$ cat src/rtl/hazard_ctrl.sv
// hazard_ctrl: central hazard sequencer for the 5-stage pipeline.
// It drives IF/ID stall/flush, PC write enable and ID/EX bubble insert for
// load-use hazards, taken-branch squashes and data-memory wait states.
// Optional build macro: HAZARD_PERF_EN adds saturating stall/flush
// performance counters (perf_stall_cnt, perf_flush_cnt).
module hazard_ctrl #(
  parameter int LU_STALL_CYCLES = 1,
  parameter int FLUSH_CYCLES    = 1
) (
  input  logic       clk,
  input  logic       rst,
  input  logic [4:0] id_rs,
  input  logic [4:0] id_rt,
  input  logic       id_uses_rt,
  input  logic       ex_mem_read,
  input  logic [4:0] ex_rt,
  input  logic       branch_taken,
  input  logic       dmem_busy,
  output logic       stall_if_id,
  output logic       pc_write,
  output logic       flush_if_id,
  output logic       flush_id_ex,
  output logic [1:0] state
`ifdef HAZARD_PERF_EN
  ,
  output logic [31:0] perf_stall_cnt,
  output logic [31:0] perf_flush_cnt
`endif
);

  typedef enum logic [1:0] {
    RUN      = 2'd0,
    LU_STALL = 2'd1,
    MEM_WAIT = 2'd2,
    FLUSH    = 2'd3
  } state_t;

  // Counter reload values: cycles remaining after the entry cycle.
  localparam logic [2:0] LU_RELOAD = 3'(LU_STALL_CYCLES - 1);
  localparam logic [2:0] FL_RELOAD = 3'(FLUSH_CYCLES - 1);

  state_t     state_q, state_n;
  logic [2:0] cnt_q, cnt_n;
  logic       load_use;

  assign state = state_q;

  // A load in EX writes a register that the instruction in ID reads.
  assign load_use = ex_mem_read && (ex_rt != 5'd0) &&
                    ((ex_rt == id_rs) || (id_uses_rt && (ex_rt == id_rt)));

  // State and counter register; async reset returns to RUN.
  always_ff @(posedge clk or posedge rst) begin
    if (rst) begin
      state_q <= RUN;
      cnt_q   <= 3'd0;
    end else begin
      state_q <= state_n;
      cnt_q   <= cnt_n;
    end
  end

  // Mealy next-state and outputs; priority is dmem_busy > branch > load-use.
  always_comb begin
    state_n     = state_q;
    cnt_n       = cnt_q;
    stall_if_id = 1'b0;
    pc_write    = 1'b1;
    flush_if_id = 1'b0;
    flush_id_ex = 1'b0;
    if (rst) begin
      // Squash everything and keep the PC still until reset is released.
      pc_write    = 1'b0;
      flush_if_id = 1'b1;
      flush_id_ex = 1'b1;
    end else if (dmem_busy) begin
      // Freeze: hold the front end; only RUN changes state so the wait is visible.
      stall_if_id = 1'b1;
      pc_write    = 1'b0;
      if (state_q == RUN) state_n = MEM_WAIT;
    end else if (branch_taken && (state_q != FLUSH)) begin
      // Taken branch from RUN, MEM_WAIT or LU_STALL (cancels any stall).
      flush_if_id = 1'b1;
      flush_id_ex = 1'b1;
      if (FLUSH_CYCLES > 1) begin
        state_n = FLUSH;
        cnt_n   = FL_RELOAD;
      end else begin
        state_n = RUN;
      end
    end else begin
      unique case (state_q)
        RUN, MEM_WAIT: begin
          state_n = RUN;
          if (load_use) begin
            stall_if_id = 1'b1;
            pc_write    = 1'b0;
            flush_id_ex = 1'b1;
            if (LU_STALL_CYCLES > 1) begin
              state_n = LU_STALL;
              cnt_n   = LU_RELOAD;
            end
          end
        end
        LU_STALL: begin
          stall_if_id = 1'b1;
          pc_write    = 1'b0;
          flush_id_ex = 1'b1;
          cnt_n       = cnt_q - 3'd1;
          if (cnt_q == 3'd1) state_n = RUN;
        end
        FLUSH: begin
          // load_use is ignored here: the ID instruction is being squashed.
          flush_if_id = 1'b1;
          if (branch_taken) begin
            cnt_n = FL_RELOAD;
          end else begin
            cnt_n = cnt_q - 3'd1;
            if (cnt_q == 3'd1) state_n = RUN;
          end
        end
        default: state_n = RUN;
      endcase
    end
  end

`ifdef HAZARD_PERF_EN
  function automatic logic [31:0] sat_inc(input logic [31:0] v);
    return (v == 32'hFFFF_FFFF) ? v : v + 32'd1;
  endfunction

  // Saturating event counters for stall and squash cycles.
  always_ff @(posedge clk or posedge rst) begin
    if (rst) begin
      perf_stall_cnt <= 32'd0;
      perf_flush_cnt <= 32'd0;
    end else begin
      if (stall_if_id) perf_stall_cnt <= sat_inc(perf_stall_cnt);
      if (flush_if_id) perf_flush_cnt <= sat_inc(perf_flush_cnt);
    end
  end
`endif

endmodule

$ cat config.mk
export PLATFORM = sky130hd
export DESIGN_NAME = hazard_ctrl
export DESIGN_NICKNAME = d
export VERILOG_FILES = /design/src/rtl/hazard_ctrl.sv
export SDC_FILE = /design/constraint.sdc
export NUM_CORES = 1
export LEC_CHECK = 0
export CAP_MARGIN = 20
export CORE_AREA = 2 2 39 41
export CTS_CLUSTER_SIZE = 10
export DETAILED_ROUTE_END_ITERATION = 16
export DIE_AREA = 0 0 41 43
export SYNTH_ARGS = -nofsm -noshare
export SYNTH_HDL_FRONTEND = slang
export SYNTH_SLANG_ARGS = --single-unit
$ cat constraint.sdc
create_clock -name clk -period 1.7 [get_ports clk]
set_input_delay 0.34 -clock clk [delete_from_list [all_inputs] [get_ports clk]]
set_output_delay 0.34 -clock clk [all_outputs]
set_load 0.03 [all_outputs]
* Word-level counts from Yosys, hierarchy flattened
Cells that the tools add are included.
W data, S select, Z words.
** Word-level totals
- Memory bits (writable) :: 0
- Logic and storage cells :: 51
- Input bits :: 21
- Output and inout bits :: 6
- Bits in read-only memories :: 0
- Bits in latches :: 0
- Flip-flop bits (word level) :: 5
- Memories :: 0
** Cells by class
- Add/sub/neg operators :: 1
- Reductions and logical operators :: 11
- Equality and inequality tests :: 9
- Bitwise logic cells :: 3
- Multipliers :: 0
- Magnitude comparators :: 0
- Divide/modulo/power cells :: 0
- Muxes and demuxes :: 25
- Shifts and indexed selects :: 0
** Operator list (count)
- $mux W1 :: 15
- $eq A5 B5 Y1 :: 2
- $mux W2 :: 5
- $pmux W2 S3 :: 1
- $pmux W3 S2 :: 1
- $reduce_bool A5 Y1 :: 1
- $eq A2 B2 Y1 const B :: 2
- $logic_and A1 B1 Y1 :: 4
- $ne A4 B4 Y1 const B :: 1
- $pmux W1 S2 :: 2
- $reduce_and A4 Y1 :: 1
- $eq A3 B1 Y1 const B :: 1
- $mux W3 :: 1
- $not A1 Y1 :: 3
- $reduce_and A3 Y1 :: 1
- $sub A3 B1 Y3 const B :: 1
- $eq A2 B1 Y1 const B :: 1
- $logic_not A2 Y1 :: 1
- $ne A2 B1 Y1 const B :: 1
- $ne A2 B2 Y1 const B :: 1
- $reduce_bool A2 Y1 :: 1
- $reduce_or A2 Y1 :: 1
- $logic_or A1 B1 Y1 :: 1

* Logic depth before layout (Yosys ltp)
- Depth in word-level cells :: 9
- Depth in mapped cells :: 4
- Gate-level depth less buffers :: 4

* Worst setup path after synthesis
OpenSTA, ideal clock, no wires.
- Path type :: input-to-output
- Start point :: input port ex_rt[3]
- End point :: output port flush_id_ex
- Required time :: 1360 ps
- Setup slack :: -361 ps
- Buffers on the path :: 0
- Stages on the path :: 4
- Arrival time :: 1721 ps
- Cell sequence :: xor2_1 nor4_2 a32oi_1 o31ai_1
** Between the ends
- Longest elaborated chain between the ends :: 9
- Elaborated cells between the ends (all ways) :: 12
- Classes of those cells :: eq/ne: 2; mux: 5; reduce/logical: 5
** Ends and longest elaborated chain
- start: declaration :: RTL line 16 : input logic [4:0] ex_rt,
- $eq A5 B5 Y1 :: RTL line 50 : ((ex_rt == id_rs) || (id_uses_rt && (ex_rt == id_rt)));
- $logic_and A1 B1 Y1 :: RTL line 50
- $logic_or A1 B1 Y1 :: RTL line 50
- $logic_and A1 B1 Y1 * :: RTL line 49 : assign load_use = ex_mem_read && (ex_rt != 5'd0) &&
- $mux W1 * :: RTL line 95 : if (load_use) begin
- $pmux W1 S2 * :: RTL line 92 : unique case (state_q)
- $mux W1 * :: RTL line 81 : end else if (branch_taken && (state_q != FLUSH)) begin
- $mux W1 * :: RTL line 76 : end else if (dmem_busy) begin
- $mux W1 * :: RTL line 71 : if (rst) begin
- end: declaration :: RTL line 22 : output logic flush_id_ex,
Mark *: on every way between the ends. The rest lies on a longest branch, timed or not.

* Worst setup path in the final report
- Start point :: input port id_rt[2]
- End point :: output port pc_write
** Between the ends
- Longest elaborated chain between the ends :: 9
** Ends and longest elaborated chain
- start: declaration :: RTL line 13 : input logic [4:0] id_rt,
- $eq A5 B5 Y1 :: RTL line 50
- $logic_and A1 B1 Y1 :: RTL line 50
- $logic_or A1 B1 Y1 :: RTL line 50
- $logic_and A1 B1 Y1 :: RTL line 49
- $mux W1 :: RTL line 95
- $pmux W1 S2 :: RTL line 92
- $mux W1 :: RTL line 81
- $mux W1 :: RTL line 76
- $mux W1 :: RTL line 71
- end: declaration :: RTL line 20 : output logic pc_write,
Every way passes these cells.

==> impl_results.md <==
* Outcome: complete, but fails checks
* Failing checks: negative setup slack
* Arrival @ worst endpoint at approximately 1.6 ns
* Seq cells post-synth at 1
* RSZ-0062 raised after global routing: true
* Final Util at 0.4213
* R2R Setup Slk at around 1.1 ns
* Synth Area in Compound Gates at 0.2432
* Cts-stage hold buffer count at 0
* Vias in the first global route at just over 300
* Number of port buffers at 25
* Post-Syn Area at 231.5 um^2
* DR vias/cell at between 4 and 5
* Setup Crit Path Kind: in2out
* Setup violators final at 3
* Top Usage Layer GRT: met2
* Std-Cell Rows at 14
* Synth unique cells at 17
* Pwr dens at about 300 nW/um^2
* Met2 usage at 0.1656
* Antenna violations before repair at 0
* Drt drc at 0
* Min-Delay Path Class: reg2reg
* Final ANT Viol Nets at 0
* Crit Reg-Reg Startpoint: state[1]$_DFFE_PP0P_
* GRT Overall Usage at 0.09209
* Synth Area in Simple Gates at 0.1730
* Largest family of logic cells by synthesized area: XOR/XNOR gates
* Place WS at -0.6787 ns
* Worst R2R End: state[1]$_DFFE_PP0P_
* Final Max Tran Viols at 0
* Post-synthesis adder-cell area fraction at 0
* First-pass GRT wire length at roughly 1.2 mm
* Final hold viol count at 0
* Setup tns final at -0.7041 ns
* Tcrit/Tclk final at 1.153
* Worst setup startpoint: id_rt[2]
* Vias at between 300 and 400
* CP startpoint kind: primary input
* First-pass DRT Iterations at 1
* Grt met1 use at 0.1210
* Worst setup EP type: output port
* Post-synthesis mux area share at 0
* FMAX at roughly 500 MHz
* Ys Warns at 0
* Die extent in x at 41 um
* Initial Util at 0.1673
* Num ports at 27
* Syn-to-layout area delta at 151.9%
* Clock Latency Late Sink at 0 ns
* Worst Setup EP: pc_write
* Crit-path max FO at 3
* Final GP Congestion at 0.6205
* Inst Count DP at about 80
* Reg2Reg Depth at 2
* Footprint of the multi-input gates at between 200 and 250 um^2
* Pwr Total at 174.6 uW
* Sw Ratio at 0.4011
* Final Worst Setup Slack at -0.2605 ns
* Starting DRC count in detailed routing at 0
* Core Area at approximately 1400 um^2
* Filler instances at 154
* Die Area at roughly 1800 um^2
* Combinational fraction of design power at 0.843
* Hold_sp: state[1]$_DFFE_PP0P_
* Total Wirelength at 744 um
* Seq. cell area at 25.02 um^2
* Die height at ~43 um
* Largest net degree at the start of global routing at 4
* Clk pwr share at 0
* Register area share after synthesis at 0.1081
* Ratio of cells with drive above 1 in the final layout at 0.4677
* Syn nets at 50
* Met3 Use GR at 0.005236
* WP data required at 1.36 ns
* Net load switching power at around 70 uW
* Sequential power share at 0.157
* Leak Pwr at approximately 0.00028 uW
* Post-synthesis xor/xnor area fraction at 0.3784
* Total gr overflow at 0
* Synth Area per Inst at around 8 um^2
* Gate Count Post-Synth at 29
* Post-route minimum period at approximately 2 ns
* Clk pin slew, worst setup/hold paths at 0 ns
* Worst VDD drop at just under 0.09 mV
* Nets at 85
* DR WL/cell at 9.538 um
* Antenna Cells at 0
* Number of flip-flops in the largest register at 1
* Buffer count from post-CTS setup fixing at 0
* Post-Layout Cell Count at 78
* Clk_skew at 0 ns
* Max-cap violations at 0
* P_int at approximately 100 uW
-- worst max-delay path: stages --
cell and delay [ns]:
buf_6 0.09, xor2_2 0.16, nor4_2 0.31, a32oi_2 0.22, o311a_1 0.34, buf_6 0.14
-- synthesized netlist by cell type, drive strengths merged --
master | count | share of area
conb | 1 | 0.016
a21oi | 1 | 0.022
o41ai | 1 | 0.070
nor2 | 1 | 0.016
nand2 | 3 | 0.049
xnor2 | 1 | 0.038
xor2 | 9 | 0.34
buf | 1 | 0.032
inv | 3 | 0.049
o21ai | 1 | 0.038
or4 | 1 | 0.032
dfrtp | 1 | 0.11
o311a | 1 | 0.043
o31ai | 1 | 0.032
a32oi | 1 | 0.038
nor3 | 1 | 0.022
nor4 | 1 | 0.054
-- layer usage --
metal	wire length, um	vias to the layer above
li1	-	166
met1	261	140
met2	399	22
met3	83	0
met4	0	0
met5	0	-
-- worst min path at each step --
stage / to / depth (start not counted)
6_report: state[1]$_DFFE_PP0P_ / 2
2_1_floorplan: state[1]$_DFFE_PP0P_ / 1
3_3_place_gp: state[1]$_DFFE_PP0P_ / 2
3_5_place_dp: state[1]$_DFFE_PP0P_ / 2
5_1_grt: state[1]$_DFFE_PP0P_ / 2
4_1_cts: state[1]$_DFFE_PP0P_ / 2
-- kinds of logic (layout without fill, tap and decap cells) --
logic type | after synthesis | in the layout
AO/OA/AOI/OAI | 6 | 6
buffers and inverters | 4 | 37
XOR/XNOR | 10 | 10
AND/OR/NAND/NOR | 7 | 7
other | 1 | 1
flip-flops | 1 | 1
-- final cells by class --
class / instances / area share
sequential: 1 / 0.04292
tap: 16 / 0.03433
timing repair buffer: 34 / 0.4871
multi-input combinational: 24 / 0.4163
inverter: 3 / 0.01931
-- metrics by stage --
step | hold slack, ns | instance area, um^2
5_1_grt | 0.4786 | 583.1
4_1_cts | 0.4657 | 581.8
6_report | 0.4594 | 583.1
2_1_floorplan | 0.08549 | 247.7
3_3_place_gp | 0.4571 | 570.5
3_5_place_dp | 0.4668 | 570.5
-- what timing repair did --
action	4_1_cts	5_1_grt
resized for setup	51	1
endpoints found under the setup margin	4	3
pin swaps	15	2
endpoints found under the hold margin	0	0
-- cell usage in the layout (no fill, tap or decap), types with 3 or more instances in the layout --
master,instances
inv_1,3
clkdlybuf4s50_1,6
dlygate4sd2_1,7
buf_6,4
buf_4,11
nand2_1,3
buf_2,5
xor2_1,8
-- power by group through the flow --
stage | logic [uW] | clock network [uW] | registers (uW)
finish | 147 | 0 | 27.4
CTS | 148 | 0 | 27.5
floorplan | 53.8 | 0 | 31.7
global placement | 147 | 0 | 27.3
global route | 160 | 0 | 27.5
detailed placement | 148 | 0 | 27.5
Power figures use the tool's default switching activity.
